$ cat src/rtl/sar_compare_ctrl_pkg.sv
// -----------------------------------------------------------------------------
// sar_compare_ctrl_pkg
// Purpose : Shared constants for the SAR compare controller, the ADC block
//           that hosts it, and its bench. Holds the FSM state encoding and
//           the default code width and settle time.
// Ports   : none (package)
// -----------------------------------------------------------------------------
`timescale 1ns/1ps
package sar_compare_ctrl_pkg;

    // Default code width and extra settle cycles per trial.
    localparam int SAR_WIDTH         = 7;
    localparam int SAR_SETTLE_CYCLES = 1;

    // FSM state encoding, kept as plain constants so legacy blocks can decode it.
    localparam logic [1:0] ST_IDLE   = 2'd0;
    localparam logic [1:0] ST_TRIAL  = 2'd1;
    localparam logic [1:0] ST_VERIFY = 2'd2;
    localparam logic [1:0] ST_DONE   = 2'd3;

endpackage

$ cat src/rtl/sar_compare_ctrl_if.sv
// -----------------------------------------------------------------------------
// sar_compare_ctrl_if
// Purpose : Bundles the conversion request, comparator feedback and result
//           signals of the SAR compare controller.
// Signals : start          - conversion request (master -> slave)
//           cmp_gt, cmp_eq - comparator decision (master -> slave)
//           analogcompare  - trial code to the comparator (slave -> master)
//           dout           - last converted code
//           valid          - one-cycle completion pulse
//           busy           - conversion in progress
//           trustbit       - verify trial confirmed analog >= dout
// Modports: master - requester / comparator side
//           slave  - the controller
// -----------------------------------------------------------------------------
`timescale 1ns/1ps
interface sar_compare_ctrl_if #(
    parameter int WIDTH = 7
) ();
    logic             start;
    logic             cmp_gt;
    logic             cmp_eq;
    logic [WIDTH-1:0] analogcompare;
    logic [WIDTH-1:0] dout;
    logic             valid;
    logic             busy;
    logic             trustbit;

    modport master (
        output start, cmp_gt, cmp_eq,
        input  analogcompare, dout, valid, busy, trustbit
    );

    modport slave (
        input  start, cmp_gt, cmp_eq,
        output analogcompare, dout, valid, busy, trustbit
    );
endinterface

$ cat src/rtl/sar_compare_ctrl_settle_cnt.sv
// -----------------------------------------------------------------------------
// sar_compare_ctrl_settle_cnt
// Purpose : Loadable down-counter that times how long each trial code is held
//           before the comparator is sampled. Reloaded at every trial boundary.
// Ports   : clk  - system clock
//           rst  - asynchronous active-high reset
//           load - reload the counter with SETTLE_CYCLES
//           done - counter has reached zero (last cycle of the trial)
// -----------------------------------------------------------------------------
`timescale 1ns/1ps
module sar_compare_ctrl_settle_cnt #(
    parameter int SETTLE_CYCLES = 1
) (
    input  logic clk,
    input  logic rst,
    input  logic load,
    output logic done
);
    localparam int CNT_W = (SETTLE_CYCLES > 0) ? $clog2(SETTLE_CYCLES + 1) : 1;
    localparam logic [CNT_W-1:0] LOAD_VAL = CNT_W'(SETTLE_CYCLES);

    logic [CNT_W-1:0] cnt;

    always_ff @(posedge clk or posedge rst) begin
        if (rst) begin
            cnt <= '0;
        end else if (load) begin
            cnt <= LOAD_VAL;
        end else if (cnt != '0) begin
            // Saturates at zero so an idle counter never wraps.
            cnt <= cnt - 1'b1;
        end
    end

    assign done = (cnt == '0);

endmodule

$ cat src/rtl/sar_compare_ctrl.sv
// -----------------------------------------------------------------------------
// sar_compare_ctrl
// Purpose : Successive-approximation controller. Drives a trial code to the
//           comparator, binary-searches MSB to LSB, then repeats the final
//           code once as a verify trial. The result is published on dout with
//           a one-cycle valid pulse and a trustbit from the verify trial.
// Ports   : clk - system clock, rising edge
//           rst - asynchronous active-high reset
//           bus - sar_compare_ctrl_if.slave (start, cmp_gt, cmp_eq in;
//                 analogcompare, dout, valid, busy, trustbit out)
// -----------------------------------------------------------------------------
`timescale 1ns/1ps
module sar_compare_ctrl
    import sar_compare_ctrl_pkg::*;
#(
    parameter int WIDTH         = SAR_WIDTH,
    parameter int SETTLE_CYCLES = SAR_SETTLE_CYCLES
) (
    input  logic                 clk,
    input  logic                 rst,
    sar_compare_ctrl_if.slave    bus
);
    localparam int IDX_W = (WIDTH > 1) ? $clog2(WIDTH) : 1;
    localparam logic [WIDTH-1:0] MSB_CODE = WIDTH'(1) << (WIDTH - 1);

    logic [1:0]       state;
    logic [IDX_W-1:0] idx;
    logic [WIDTH-1:0] acc;
    logic [WIDTH-1:0] code;
    logic [WIDTH-1:0] dout_r;
    logic             valid_r;
    logic             busy_r;
    logic             trust_r;

    logic             ge;
    logic             accept;
    logic             settle_load;
    logic             settle_done;
    logic [WIDTH-1:0] bit_cur;
    logic [WIDTH-1:0] bit_next;
    logic [WIDTH-1:0] acc_new;

    // Comparator says analog >= trial code.
    assign ge          = bus.cmp_gt | bus.cmp_eq;
    assign accept      = (state == ST_IDLE) && bus.start;
    // Reload on conversion start and at every trial boundary (incl. entry to VERIFY).
    assign settle_load = accept || ((state == ST_TRIAL) && settle_done);

    sar_compare_ctrl_settle_cnt #(
        .SETTLE_CYCLES (SETTLE_CYCLES)
    ) u_settle (
        .clk  (clk),
        .rst  (rst),
        .load (settle_load),
        .done (settle_done)
    );

    // Bit under test, the next lower bit, and the accumulator after this decision.
    always_comb begin
        bit_cur  = WIDTH'(1) << idx;
        bit_next = (idx != '0) ? (bit_cur >> 1) : '0;
        acc_new  = ge ? (acc | bit_cur) : acc;
    end

    always_ff @(posedge clk or posedge rst) begin
        if (rst) begin
            state   <= ST_IDLE;
            idx     <= '0;
            acc     <= '0;
            code    <= '0;
            dout_r  <= '0;
            valid_r <= 1'b0;
            busy_r  <= 1'b0;
            trust_r <= 1'b0;
        end else begin
            valid_r <= 1'b0;
            case (state)
                ST_IDLE: begin
                    if (bus.start) begin
                        state  <= ST_TRIAL;
                        idx    <= IDX_W'(WIDTH - 1);
                        acc    <= '0;
                        code   <= MSB_CODE;
                        busy_r <= 1'b1;
                    end
                end
                ST_TRIAL: begin
                    if (settle_done) begin
                        acc <= acc_new;
                        if (idx != '0) begin
                            idx  <= idx - 1'b1;
                            code <= acc_new | bit_next;
                        end else begin
                            // Final code is re-presented unchanged for the verify trial.
                            code  <= acc_new;
                            state <= ST_VERIFY;
                        end
                    end
                end
                ST_VERIFY: begin
                    if (settle_done) begin
                        trust_r <= ge;
                        dout_r  <= acc;
                        valid_r <= 1'b1;
                        state   <= ST_DONE;
                    end
                end
                ST_DONE: begin
                    busy_r <= 1'b0;
                    state  <= ST_IDLE;
                end
                default: begin
                    state <= ST_IDLE;
                end
            endcase
        end
    end

    assign bus.analogcompare = code;
    assign bus.dout          = dout_r;
    assign bus.valid         = valid_r;
    assign bus.busy          = busy_r;
    assign bus.trustbit      = trust_r;

endmodule
$ cat src/flat_wrapper.sv
// flat-port wrapper written by rule: the top's interface ports become plain ports
module sar_compare_ctrl_flat import sar_compare_ctrl_pkg::*;
#(
    parameter int WIDTH         = SAR_WIDTH,
    parameter int SETTLE_CYCLES = SAR_SETTLE_CYCLES
)
  (clk, rst, bus_start, bus_cmp_gt, bus_cmp_eq, bus_analogcompare, bus_dout, bus_valid, bus_busy, bus_trustbit);
  sar_compare_ctrl_if #(.WIDTH(WIDTH)) bus_i ();
  input  logic clk;
  input  logic rst;
  input wire logic [$bits(bus_i.start)-1:0] bus_start;
  input wire logic [$bits(bus_i.cmp_gt)-1:0] bus_cmp_gt;
  input wire logic [$bits(bus_i.cmp_eq)-1:0] bus_cmp_eq;
  output wire logic [$bits(bus_i.analogcompare)-1:0] bus_analogcompare;
  output wire logic [$bits(bus_i.dout)-1:0] bus_dout;
  output wire logic [$bits(bus_i.valid)-1:0] bus_valid;
  output wire logic [$bits(bus_i.busy)-1:0] bus_busy;
  output wire logic [$bits(bus_i.trustbit)-1:0] bus_trustbit;
  assign bus_i.start = bus_start;
  assign bus_i.cmp_gt = bus_cmp_gt;
  assign bus_i.cmp_eq = bus_cmp_eq;
  assign bus_analogcompare = bus_i.analogcompare;
  assign bus_dout = bus_i.dout;
  assign bus_valid = bus_i.valid;
  assign bus_busy = bus_i.busy;
  assign bus_trustbit = bus_i.trustbit;
  sar_compare_ctrl #(.WIDTH(WIDTH), .SETTLE_CYCLES(SETTLE_CYCLES)) u_core (.clk(clk), .rst(rst), .bus(bus_i));
endmodule
$ cat config.mk
export PLATFORM = sky130hd
export DESIGN_NAME = sar_compare_ctrl_flat
export DESIGN_NICKNAME = d
export VERILOG_FILES = /design/src/rtl/sar_compare_ctrl_pkg.sv /design/src/rtl/sar_compare_ctrl_if.sv /design/src/rtl/sar_compare_ctrl_settle_cnt.sv /design/src/rtl/sar_compare_ctrl.sv /design/src/flat_wrapper.sv
export SDC_FILE = /design/constraint.sdc
export NUM_CORES = 1
export LEC_CHECK = 0
export CORE_ASPECT_RATIO = 0.9
export CORE_MARGIN = 1
export CORE_UTILIZATION = 50
export DETAILED_ROUTE_END_ITERATION = 6
export GPL_TIMING_DRIVEN = 0
export HOLD_SLACK_MARGIN = 0.08
export PLACE_DENSITY = 0.71
export REMOVE_ABC_BUFFERS = 1
export SETUP_SLACK_MARGIN = 0.02
export SYNTH_ARGS = -nofsm -noshare
export SYNTH_HDL_FRONTEND = slang
export SYNTH_HIERARCHICAL = 1
export SYNTH_SLANG_ARGS = --single-unit
$ cat constraint.sdc
create_clock -name clk -period 4.1 [get_ports clk]
set_input_delay 1.23 -clock clk [delete_from_list [all_inputs] [get_ports clk]]
set_output_delay 1.23 -clock clk [all_outputs]
set_load 0.005 [all_outputs]
After elaboration in Yosys (flattened, before gate mapping)
Cells that the tools add are included.

cells by class
  bitwise gates (word level) = 4
  equality and inequality tests = 8
  shift operators = 1
  reduce and logical (&&, ||, !) cells = 12
  mux-type cells = 24
  add/subtract/negate cells = 2

operators with widths
  kind                                                  number
  2-to-1 mux 7 bit                                      6
  one-hot mux 7 bit (2 select lines)                    2
  bitwise OR 7 bit                                      2
  inequality test 2 bit (second input constant)         5
  2-to-1 mux 3 bit                                      3
  2-to-1 mux 2 bit                                      4
  one-hot mux 2 bit (4 select lines)                    1
  AND reduction 4 bit                                   2
  << shifter 1 x 3 -> 7 bit (first input constant)      1
  2-to-1 mux 6 bit                                      1
  one-hot mux 3 bit (2 select lines)                    1
  2-to-1 mux 1 bit                                      5
  equality test 2 bit (second input constant)           2
  AND reduction 2 bit                                   2
  nonzero test 2 bit                                    2
  AND reduction 3 bit                                   1
  nonzero test 3 bit                                    1
  subtractor 3 x 1 -> 3 bit (second input constant)     1
  equality test 2 x 1 -> 1 bit (second input constant)  1
  logical AND 1 bit                                     2
  logical NOT 2 bit                                     1
  one-hot mux 1 bit (2 select lines)                    1
  logical OR 1 bit                                      1
  inverter 1 bit                                        1
  2 further kinds                                       2

storage, ports and cells
  word-level logic and storage cells = 60
  output and inout port bits = 17
  flip-flop bits (word level) = 30
  input bits = 5

Logic depth before layout (Yosys ltp)
  depth after elaboration = 7
  gate-level depth with buffers = 6
  mapped depth without buffers = 5

Hierarchy
The synthesis kept the hierarchy.

by module, submodules not included
  module                       cells an instance  sequential area each (sq um)  instances  area an instance (sq um)
  sar_compare_ctrl             126                725.7                         1          1448.9
  sar_compare_ctrl_settle_cnt  3                  25.0                          1          32.5

Worst setup path after synthesis
No wires, ideal clock.

  path type = input port to flip-flop
  start point = input bus_start
  end point = register u_core.state[1]
  setup slack = 2015 ps
  buffers on the path = 0
  stages on the path = 3
  required time = 3972 ps
  setup time = 128 ps
  arrival time = 1958 ps
  cells stage by stage = and2b_1 a221oi_2 mux2_1

between the ends
  cells in the longest elaborated chain, start to end = 2

RTL lines
  item                                    RTL line                text
  start: declaration                      flat_wrapper.sv:11      input wire logic [$bits(bus_i.start)-1:0] bus_start;
  inequality test 2 bit (no source line)  n/a
  AND reduction 4 bit (no source line)    n/a
  end signal: assignment                  sar_compare_ctrl.sv:67  state <= ST_IDLE;
  end signal: assignment                  sar_compare_ctrl.sv:80  state <= ST_TRIAL;
  end signal: assignment                  sar_compare_ctrl.sv:96  state <= ST_VERIFY;
  end: declaration                        sar_compare_ctrl.sv:26  logic [1:0] state;

Every way passes these cells.
A chain may end at the register's enable or synchronous reset.

Worst setup path after layout
  start point = register u_core.code[0] (netlist: u_core/bus.analogcompare[0])
  end point = output bus_analogcompare[0]

RTL lines
  item                      RTL line                text
  start: declaration        sar_compare_ctrl.sv:29  logic [WIDTH-1:0] code;
  start signal: assignment  sar_compare_ctrl.sv:92  code <= acc_new | bit_next;
  start signal: assignment  sar_compare_ctrl.sv:95  code <= acc_new;
  end: declaration          flat_wrapper.sv:14      output wire logic [$bits(bus_i.analogcompare)-1:0] bus_analogcompare;

No word-level cell between the ends.

==> results_dict.tcl <==
set metrics [dict create \
    status "completed" \
    min_path_type "flip-flop to flip-flop" \
    antenna_found_initial 0 \
    drtAntennaViolNets 0 \
    die_area_um2 3180 \
    synth_top_family_by_area "compound AO/OA/AOI/OAI gates" \
    diodes 0 \
    die_x_um 59.4 \
    insertion_delay_ns 0.33 \
    synthFlopType "dfrtp_1" \
    max-slew-margin-rel 0.271 \
    fin_worst_skew_ns 0.00751 \
    cts-buffers-inserted 5 \
    setup_tns_ns 0 \
    pwr-share-seq 0.372 \
    max_freq_mhz 410 \
    drv_cap 0 \
    ctsResizeCount 0 \
    grt-ovfl-total 0 \
    layout_common_cells "dfrtp_1 (30), clkdlybuf4s50_1 (21), inv_1 (13), ha_1 (9)" \
    num_rows 18 \
    switching_share 0.379 \
    power.density_nw_per_um2 741 \
    seqCellArea_um2 751 \
    min_period_over_period 0.595 \
    synthSimpleGateAreaFrac 0.110 \
    final_nets 166 \
    synth-compound-area-share 0.198 \
    postCtsSetupBuffers 0 \
    criticalPathCategory "flip-flop to output port" \
    worst_pin_slew_ns 1.09 \
    syn_avg_cell_area_um2 11.5 \
    via_per_inst 5.62 \
    synth-seq-area-share 0.507 \
    cts_tree "yes" \
    cts_max_level 2 \
    critPathBufInv 1 \
    synth_xor_area_frac 0 \
    io_pins 22 \
    path_clk_slew_ns 0.10 \
    clockPowerShare 0.141 \
    path_delay_family "buffers and inverters" \
    synthMuxAreaShare 0.0600 \
    synth.distinct_cells 32 \
    ctsRootBufferMaster "clkbuf_4" \
    final_common_cell "dfrtp_1" \
    synth_fa_ha_area_frac 0.0760 \
    syn_inst 129 \
    wl_mm 2.99 \
    synth_edf_count 0 \
    vias 1085 \
    grt_pass1_wl_mm 4.78 \
    dr.pass1.iters 4 \
    netlist_area_um2 1480 \
    cp-end-kind "output port" \
    p_comb_frac 0.488 \
    cp-start-kind "flip-flop" \
    worstPathMaxFanout 2 \
    switchingPower_mw 0.499 \
    rrSetupSlack_ns 2.26 \
    start_util 0.535 \
    leakagePower_nw 0.814 \
    first_iter_violations 57 \
    r2r-start "u_core/idx[0]" \
    async_reset_ff_frac 1.00 \
    slowest_stage "clkdlybuf4s50_1" \
    place.gp.congestion 0.786 \
    clockBufferDepth 2 \
    fin_crit_ns 2.44 \
    grt_use_total 0.217 \
    vdd_drop_max_mv 0.432 \
    hp-start "u_core/bus.dout[0]" \
    finalMaxSlewViolations 0 \
    ctsHoldBuffers 0 \
    route.detailed.drc 0 \
    grt_max_degree 30 \
    multi_input_area_um2 657 \
    area_growth_pct 20.2 \
    ys_warn_count 6 \
    cp.arrival_ns 1.21 \
    grt_pass1_vias 1037 \
    cp.required_ns 2.87 \
    path_cells "clkdlybuf4s50_1" \
    fp.dieH_um 53.6 \
    setup_viol 0 \
    drive_gt1_frac 0.118 \
    hold_violations 0 \
    cpPeakStageDelay_ns 0.50 \
    cts_sinks 30 \
    final.fill_count 238 \
    hpwl_mm 2.10 \
    post-route-util 0.643 \
    port_buffers 21 \
    coreArea_um2 2770 \
    p_int_mw 0.820 \
    rsz0062_at_grt "false" \
    crit_start "u_core/bus.analogcompare[0]" \
    wl_per_cell_um 15.5 \
    ys_seq_elements 30 \
]
==> sequential cells by signal, indices dropped and copies added, names as in the netlist <==
name,cells
u_core/acc,7
u_core/bus.analogcompare,7
u_core/bus.busy,1
u_core/idx,3
u_core/state,2
u_core/u_settle/cnt,1
u_core/bus.trustbit,1
u_core/bus.valid,1
u_core/bus.dout,7
==> power by group through the flow <==
stage / Combinational, mW / Clock, mW / Sequential, mW
3_3_place_gp: 0.622 / 0 / 0.490
4_1_cts: 0.643 / 0.194 / 0.492
5_1_grt: 0.715 / 0.203 / 0.506
6_report: 0.643 / 0.186 / 0.490
2_1_floorplan: 0.401 / 0 / 0.488
3_5_place_dp: 0.641 / 0 / 0.496
==> per-stage QoR <==
step	area (um2)	hold slack [ns]	setup WS [ns]	total power [mW]	std cells
after global routing	1780	0.525	1.59	1.42	193
after global placement	1720	0.461	1.36	1.11	185
after CTS	1780	0.496	1.64	1.33	193
final	1780	0.493	1.66	1.32	193
after detailed placement	1720	0.473	1.33	1.14	185
after floorplan	1460	0.449	2.01	0.890	124
==> final timing paths <==
| kind | cells after the start | end |
|---|---|---|
| worst max-delay path | 1 | bus_analogcompare[0] |
| worst min-delay path | 2 | u_core/bus.dout[0] |
| worst max register to register | 5 | u_core/state[1] |
| worst min register to register | 2 | u_core/bus.dout[0] |
| max in group asynchronous | 2 | u_core/state[1] |
| min in group asynchronous | 2 | u_core/u_settle/cnt |
==> routing by layer <==
layer | GRT usage | part of all wire | wire (um) | up-vias
li1 | - | - | - | 516
met1 | 0.277 | 0.46 | 1390 | 527
met2 | 0.318 | 0.45 | 1340 | 30
met3 | 0.0841 | 0.059 | 177 | 12
met4 | 0.111 | 0.029 | 88 | 0
met5 | 0 | 0 | 0 | -
==> synthesized netlist by cell type (2+ instances only) <==
library cell	instances	area [um2]
dfrtp_1	30	751
inv_1	13	48.8
ha_1	9	113
nand2_1	8	30.0
o2bb2ai_1	8	70.1
a22o_1	6	52.6
mux2_2	6	67.6
a221oi_1	5	43.8
buf_2	5	25.0
nor2_1	5	18.8
nand2b_1	4	25.0
a21oi_1	3	15.0
and3_1	2	12.5
nand3_2	2	20.0
nand3b_1	2	15.0
nor3b_1	2	15.0
o2111ai_1	2	17.5
o21ai_0	2	10.0
o31ai_1	2	15.0
==> worst register-to-register path: stages (launching register included) <==
cell,delay [ns]
dfrtp_1,0.42
inv_1,0.13
ha_1,0.37
nand3b_1,0.17
a221oi_2,0.30
mux2_1,0.35
==> layout make-up <==
class | instances | area share
clock buffer | 6 | 0.0288
inverter | 13 | 0.0274
timing repair buffer | 21 | 0.118
clock inverter | 2 | 0.00703
multi-input combinational | 81 | 0.369
sequential | 30 | 0.422
tap | 40 | 0.0281
==> cell families after synthesis <==
family | after synthesis
mux | 8
compound gates | 35
flops | 30
simple gates | 29
fa+ha+maj | 9
buf+inv | 18
(Power assumes the default switching activity.)
